### config.mk
export PLATFORM = sky130hd
export DESIGN_NAME = pwm_duty_capture_8ch
export DESIGN_NICKNAME = d
export VERILOG_FILES = /design/src/rtl/pwm_duty_capture_8ch.sv
export SDC_FILE = /design/constraint.sdc
export NUM_CORES = 1
export LEC_CHECK = 0
export ABC_AREA = 1
export CORE_AREA = 2 2 126 128
export DETAILED_ROUTE_END_ITERATION = 12
export DIE_AREA = 0 0 128 130
export GPL_TIMING_DRIVEN = 0
export PLACE_DENSITY = 0.54
export SETUP_SLACK_MARGIN = 0.2
export SYNTH_ARGS = -nofsm -noshare
export SYNTH_HDL_FRONTEND = slang
export SYNTH_SLANG_ARGS = --single-unit
### constraint.sdc
create_clock -name clk -period 4.3 [get_ports clk]
set_input_delay 0.645 -clock clk [delete_from_list [all_inputs] [get_ports clk]]
set_output_delay 0.645 -clock clk [all_outputs]
set_load 0.02 [all_outputs]
### src/rtl/pwm_duty_capture_8ch.sv
// -----------------------------------------------------------------------------
// pwm_duty_capture_8ch
//
// Receive side of the 8-channel 3-bit PWM link. Each input is synchronized and
// its high samples are counted over a free-running window of 2**LEVEL_W
// clocks. At the end of every window the per-channel total (0..8) is latched:
// the level is the total clamped to 7, and the full flag marks a channel that
// was high for the whole window. Because the driver period equals the window
// length, any window recovers the driver level regardless of phase.
//
// Optional build macro:
//   DEGLITCH_EN  adds a 3-tap majority filter after the synchronizer. This adds
//                two clocks of input latency and removes single-cycle pulses
//                and drops.
//
// Ports:
//   clk         single clock, all logic on posedge
//   rst         asynchronous active-high reset (release synchronously)
//   pwm_in      raw PWM inputs, asynchronous to clk
//   sel         channel select for readback
//   level_out   registered recovered level of channel sel
//   full_out    registered full flag of channel sel
//   valid       high once the first complete window has been latched
//   frame_tick  one-cycle pulse on each window latch
//   changed     one-cycle pulse with frame_tick when any level/full differs
//               from the previous window
// -----------------------------------------------------------------------------
module pwm_duty_capture_8ch #(
    parameter int CHANNELS = 8,
    parameter int LEVEL_W  = 3
) (
    input  logic                clk,
    input  logic                rst,
    input  logic [CHANNELS-1:0] pwm_in,
    input  logic [2:0]          sel,
    output logic [LEVEL_W-1:0]  level_out,
    output logic                full_out,
    output logic                valid,
    output logic                frame_tick,
    output logic                changed
);

    // One extra bit so a fully-high window (total 2**LEVEL_W) fits without wrap.
    localparam int CNT_W = LEVEL_W + 1;

    logic [CHANNELS-1:0] sync1;
    logic [CHANNELS-1:0] sync2;
    logic [CHANNELS-1:0] s;

    logic [LEVEL_W-1:0]  win;
    logic                win_last;

    logic [CNT_W-1:0]    cnt      [CHANNELS];
    logic [LEVEL_W-1:0]  lvl      [CHANNELS];
    logic [CHANNELS-1:0] full;

    logic [CNT_W-1:0]    total    [CHANNELS];
    logic [LEVEL_W-1:0]  nxt_lvl  [CHANNELS];
    logic [CHANNELS-1:0] nxt_full;
    logic                any_diff;

    // Two-flop synchronizer per channel.
    // NOTE: sequential state always uses non-blocking (<=) so every flop samples
    // the pre-edge value of its neighbours; blocking here would collapse sync2
    // into sync1 and remove a stage.
    always_ff @(posedge clk or posedge rst) begin
        if (rst) begin
            sync1 <= '0;
            sync2 <= '0;
        end else begin
            sync1 <= pwm_in;
            sync2 <= sync1;
        end
    end

`ifdef DEGLITCH_EN
    // Majority of the last three synchronized samples; a lone 1 or 0 is voted out.
    logic [CHANNELS-1:0] tap0;
    logic [CHANNELS-1:0] tap1;
    logic [CHANNELS-1:0] tap2;

    always_ff @(posedge clk or posedge rst) begin
        if (rst) begin
            tap0 <= '0;
            tap1 <= '0;
            tap2 <= '0;
        end else begin
            tap0 <= sync2;
            tap1 <= tap0;
            tap2 <= tap1;
        end
    end

    assign s = (tap0 & tap1) | (tap0 & tap2) | (tap1 & tap2);
`else
    assign s = sync2;
`endif

    assign win_last = (win == '1);

    // End-of-window arithmetic: the sample arriving on the last window cycle is
    // added here so it is counted in the same cycle the result is latched.
    // NOTE: every always_comb output gets a default before any condition so no
    // path can leave it unassigned and infer a latch.
    always_comb begin
        any_diff = 1'b0;
        nxt_full = '0;
        for (int i = 0; i < CHANNELS; i++) begin
            total[i]    = cnt[i] + CNT_W'(s[i]);
            nxt_full[i] = total[i][LEVEL_W];
            // Total can only exceed the level range when it is exactly full.
            nxt_lvl[i]  = total[i][LEVEL_W] ? '1 : total[i][LEVEL_W-1:0];
            if ((nxt_lvl[i] != lvl[i]) || (nxt_full[i] != full[i])) begin
                any_diff = 1'b1;
            end
        end
    end

    // NOTE: the latched level/full arrays are small flop banks, not RAM, so they
    // are reset with everything else; a readback right after reset must be 0.
    always_ff @(posedge clk or posedge rst) begin
        if (rst) begin
            win        <= '0;
            full       <= '0;
            valid      <= 1'b0;
            frame_tick <= 1'b0;
            changed    <= 1'b0;
            level_out  <= '0;
            full_out   <= 1'b0;
            for (int i = 0; i < CHANNELS; i++) begin
                cnt[i] <= '0;
                lvl[i] <= '0;
            end
        end else begin
            win        <= win + LEVEL_W'(1);
            frame_tick <= win_last;
            changed    <= win_last & any_diff;

            for (int i = 0; i < CHANNELS; i++) begin
                // First cycle of a window restarts the count with this sample.
                cnt[i] <= (win == '0) ? CNT_W'(s[i]) : total[i];
            end

            if (win_last) begin
                full  <= nxt_full;
                valid <= 1'b1;
                for (int i = 0; i < CHANNELS; i++) begin
                    lvl[i] <= nxt_lvl[i];
                end
            end

            // Forward the value being latched so readback updates together with
            // frame_tick, including when sel changes in the latch cycle.
            level_out <= win_last ? nxt_lvl[sel]  : lvl[sel];
            full_out  <= win_last ? nxt_full[sel] : full[sel];
        end
    end

endmodule
==> flow_summary.json <==
{
  "ys_async_sr_fraction_pct": 100,
  "largest_net_degree_at_the_start_of_global_routing": 48,
  "layout.cells.most_common": "sky130_fd_sc_hd__nand2_1",
  "internal_power_consumption_mw": 1.70,
  "timing.setup.tns_ns": 0,
  "timing.final.hold_violations": 0,
  "drt_pass1_iterations": 7,
  "cell_breakdown_of_the_critical_path": "ha_1, ha_1, xnor2_1, nand2_2, nand2_1, nand2_1, nor2_1, nand2_1, nor2_1, nand2_1, nor2_1, nor2_1",
  "synth_area_per_cell_um2": 7.80,
  "worstSkewPairLatency_ns": 0.36,
  "dr_total_vias": 4178,
  "sequentialPowerShare_pct": 43.9,
  "minimum_period_implied_by_the_final_worst_setup_slack_ns": 2.17,
  "worst-path-max-fanout": 4,
  "cts_repair_resize_count": 0,
  "synth.yosys.seq_area_share_pct": 47.1,
  "dp.final_hpwl_mm": 10.1,
  "antenna_cells_inserted": 0,
  "mostFrequentLayoutCells": "161 x sky130_fd_sc_hd__nand2_1, 90 x sky130_fd_sc_hd__dfrtp_1, 66 x sky130_fd_sc_hd__inv_1, 66 x sky130_fd_sc_hd__o21ai_0, 59 x sky130_fd_sc_hd__nand3_1",
  "cp-start-kind": "register",
  "worst_path_required_ns": 4.50,
  "tightestPinTransition_ns": 0.836,
  "gr-total-overflow": 0,
  "detail_route.wirelength_mm": 13.9,
  "power.clock.fraction_pct": 32.2,
  "hold_ws_ns": 0.347,
  "synth.cell_area_um2": 4780,
  "ys_seq_elements": 90,
  "post_cts_setup_buffers": 0,
  "power_frac_comb_pct": 23.9,
  "wl_per_cell_um": 16.6,
  "fraction_of_layout_instances_using_a_drive_strength_above_1_pct": 6.97,
  "path_clk_slew_ns": 0.06,
  "die_height_um": 130,
  "clockBufferDepth": 2,
  "setup_viol": 0,
  "synth.net_count": 645,
  "synth_cell_type_count": 21,
  "net-switching-power_mw": 0.834,
  "power_switching_share_pct": 32.8,
  "grt_antenna_before_repair": 0,
  "synth_flop_type": "sky130_fd_sc_hd__dfrtp_1",
  "rsz0062_at_grt": "no",
  "route.detailed.drc": 0,
  "place.gp.congestion": 0.937,
  "final_antenna_net_count": 0,
  "cts.root.buffer_cell": "sky130_fd_sc_hd__clkbuf_16",
  "io_pins": 20,
  "crit_path_max_incr_delay_ns": 0.41,
  "yosysWarnings": 0,
  "setup_ws_ns": 2.13,
  "number_of_enable_flip_flop_cells_after_synthesis": 0,
  "worst-endpoint-arrival_ns": 2.37,
  "row_count": 46,
  "cts_tree": "done",
  "finalMaxSlewViolations": 0,
  "cts.sink_count": 90,
  "track_usage_pct": 18.1,
  "area_growth_syn_to_layout_pct": 15.4,
  "max_slew_margin_pct": 44.3,
  "postSynthCellCount": 613,
  "worst_ir_drop_vdd_v": 0.000188,
  "cts_hold_buffers": 0,
  "num-nets-final": 673,
  "drt-vias-per-instance": 4.99,
  "cts-buffers-inserted": 9,
  "dieArea_um2": 16600,
  "port-buffer-count": 16,
  "finalClockSkew_ns": 0.00610,
  "vias_in_the_first_global_route": 4061,
  "pre_cts_worst_setup_slack_ns": 2.16,
  "clock.fmax_mhz": 461,
  "worst-setup-path-type": "register to register",
  "cts_htree_levels": 3,
  "post-route-period-util_pct": 50.4,
  "hold_class": "register to register",
  "run_status": "finished clean",
  "end_kind": "register",
  "initial_core_util_pct": 31.0,
  "power.density_nw_per_um2": 460,
  "placeableCoreArea_um2": 15400,
  "leakage_nw": 2.72,
  "critical_path.slowest_cell": "sky130_fd_sc_hd__xnor2_1",
  "drtIter0Drc": 329,
  "global_route_wire_length_before_repair_mm": 22.4,
  "cap_viol_max_count": 0,
  "post-route-util_pct": 35.8,
  "dieWidth_um": 128
}
## Yosys cell counts (4+ instances only)
master,number,share of area (%)
sky130_fd_sc_hd__nand2_1,161,13
sky130_fd_sc_hd__dfrtp_1,90,47
sky130_fd_sc_hd__buf_2,4,0.42
sky130_fd_sc_hd__nor2_1,54,4.2
sky130_fd_sc_hd__xnor2_1,6,1.1
sky130_fd_sc_hd__inv_1,67,5.3
sky130_fd_sc_hd__clkbuf_1,18,1.4
sky130_fd_sc_hd__nand4_1,14,1.8
sky130_fd_sc_hd__nand3_1,59,6.2
sky130_fd_sc_hd__o211ai_1,14,2.2
sky130_fd_sc_hd__o21ai_0,66,6.9
sky130_fd_sc_hd__a21oi_1,16,1.7
sky130_fd_sc_hd__nand2_2,13,1.7
sky130_fd_sc_hd__ha_1,19,5.0
## per-layer routing
layer | vias up | track usage, % | wire, um
li1 | 2051 | - | -
met1 | 1998 | 25.2 | 6660
met4 | 0 | 8.34 | 362
met3 | 22 | 2.58 | 587
met2 | 107 | 28.1 | 6320
met5 | - | 0 | 0
## worst paths after layout
kind / from / end / slack (ns) / cells after the start
hold / removal: sync1[2] / s[2] / 0.35 / 0
setup / recovery: s[7] / changed / 2.13 / 12
min in group asynchronous: rst / sync1[1] / 0.70 / 2
max in group asynchronous: rst / cnt[7] / 2.95 / 3
setup reg to reg: s[7] / changed / 2.13 / 12
hold reg to reg: sync1[2] / s[2] / 0.35 / 0
## sequential cells by signal, indices dropped and copies added, names as in the netlist
name and flops:
cnt 32, lvl 24, full 8, s 8, sync1 8, level_out 3
win 3, changed 1, frame_tick 1, full_out 1, valid 1
## logic make-up (layout without fill, tap and decap cells)
logic type	after synthesis	in the layout	share of synthesized area (%)
AOI/OAI and AO/OA	96	96	10.8
xor gates and xnor gates	7	7	1.28
adders and majority gates	19	19	4.97
buffers and inverters	90	123	7.25
DFF	90	90	47.1
and+or+nand+nor	311	311	28.6
## final cells by class
cell class / instances / area, um^2
fill: 1621 / 9910
sequential: 90 / 2250
multi-input combinational: 433 / 2180
clock buffer: 12 / 256
inverter: 67 / 254
tap: 192 / 240
timing repair buffer: 17 / 188
buffer: 23 / 95.1
clock inverter: 4 / 50.0
## worst max-delay path: cells and delay by family, from the launching register on
family,cells,cell delay (ns)
XOR/XNOR,1,0.41
AND/OR/NAND/NOR,9,0.73
adder cells (fa/ha/maj),2,0.50
flip-flops,1,0.38
## metrics by stage
| stage | area [um^2] | power [mW] | std cells |
|---|---|---|---|
| finish | 5520 | 2.54 | 838 |
| global route | 5520 | 2.70 | 838 |
| CTS | 5520 | 2.55 | 838 |
| detailed placement | 5210 | 1.73 | 822 |
| global placement | 5180 | 1.71 | 821 |
| floorplan | 4780 | 1.52 | 613 |
## power groups by stage
stage                     logic (mW)  registers [mW]  clock network, mW
after detailed placement       0.602            1.12                  0
after global routing           0.701            1.13              0.868
final                          0.606            1.11              0.818
after floorplan                0.414            1.11                  0
after CTS                      0.606            1.11              0.836
after global placement         0.588            1.12                  0
Power figures use the tool's default switching activity.
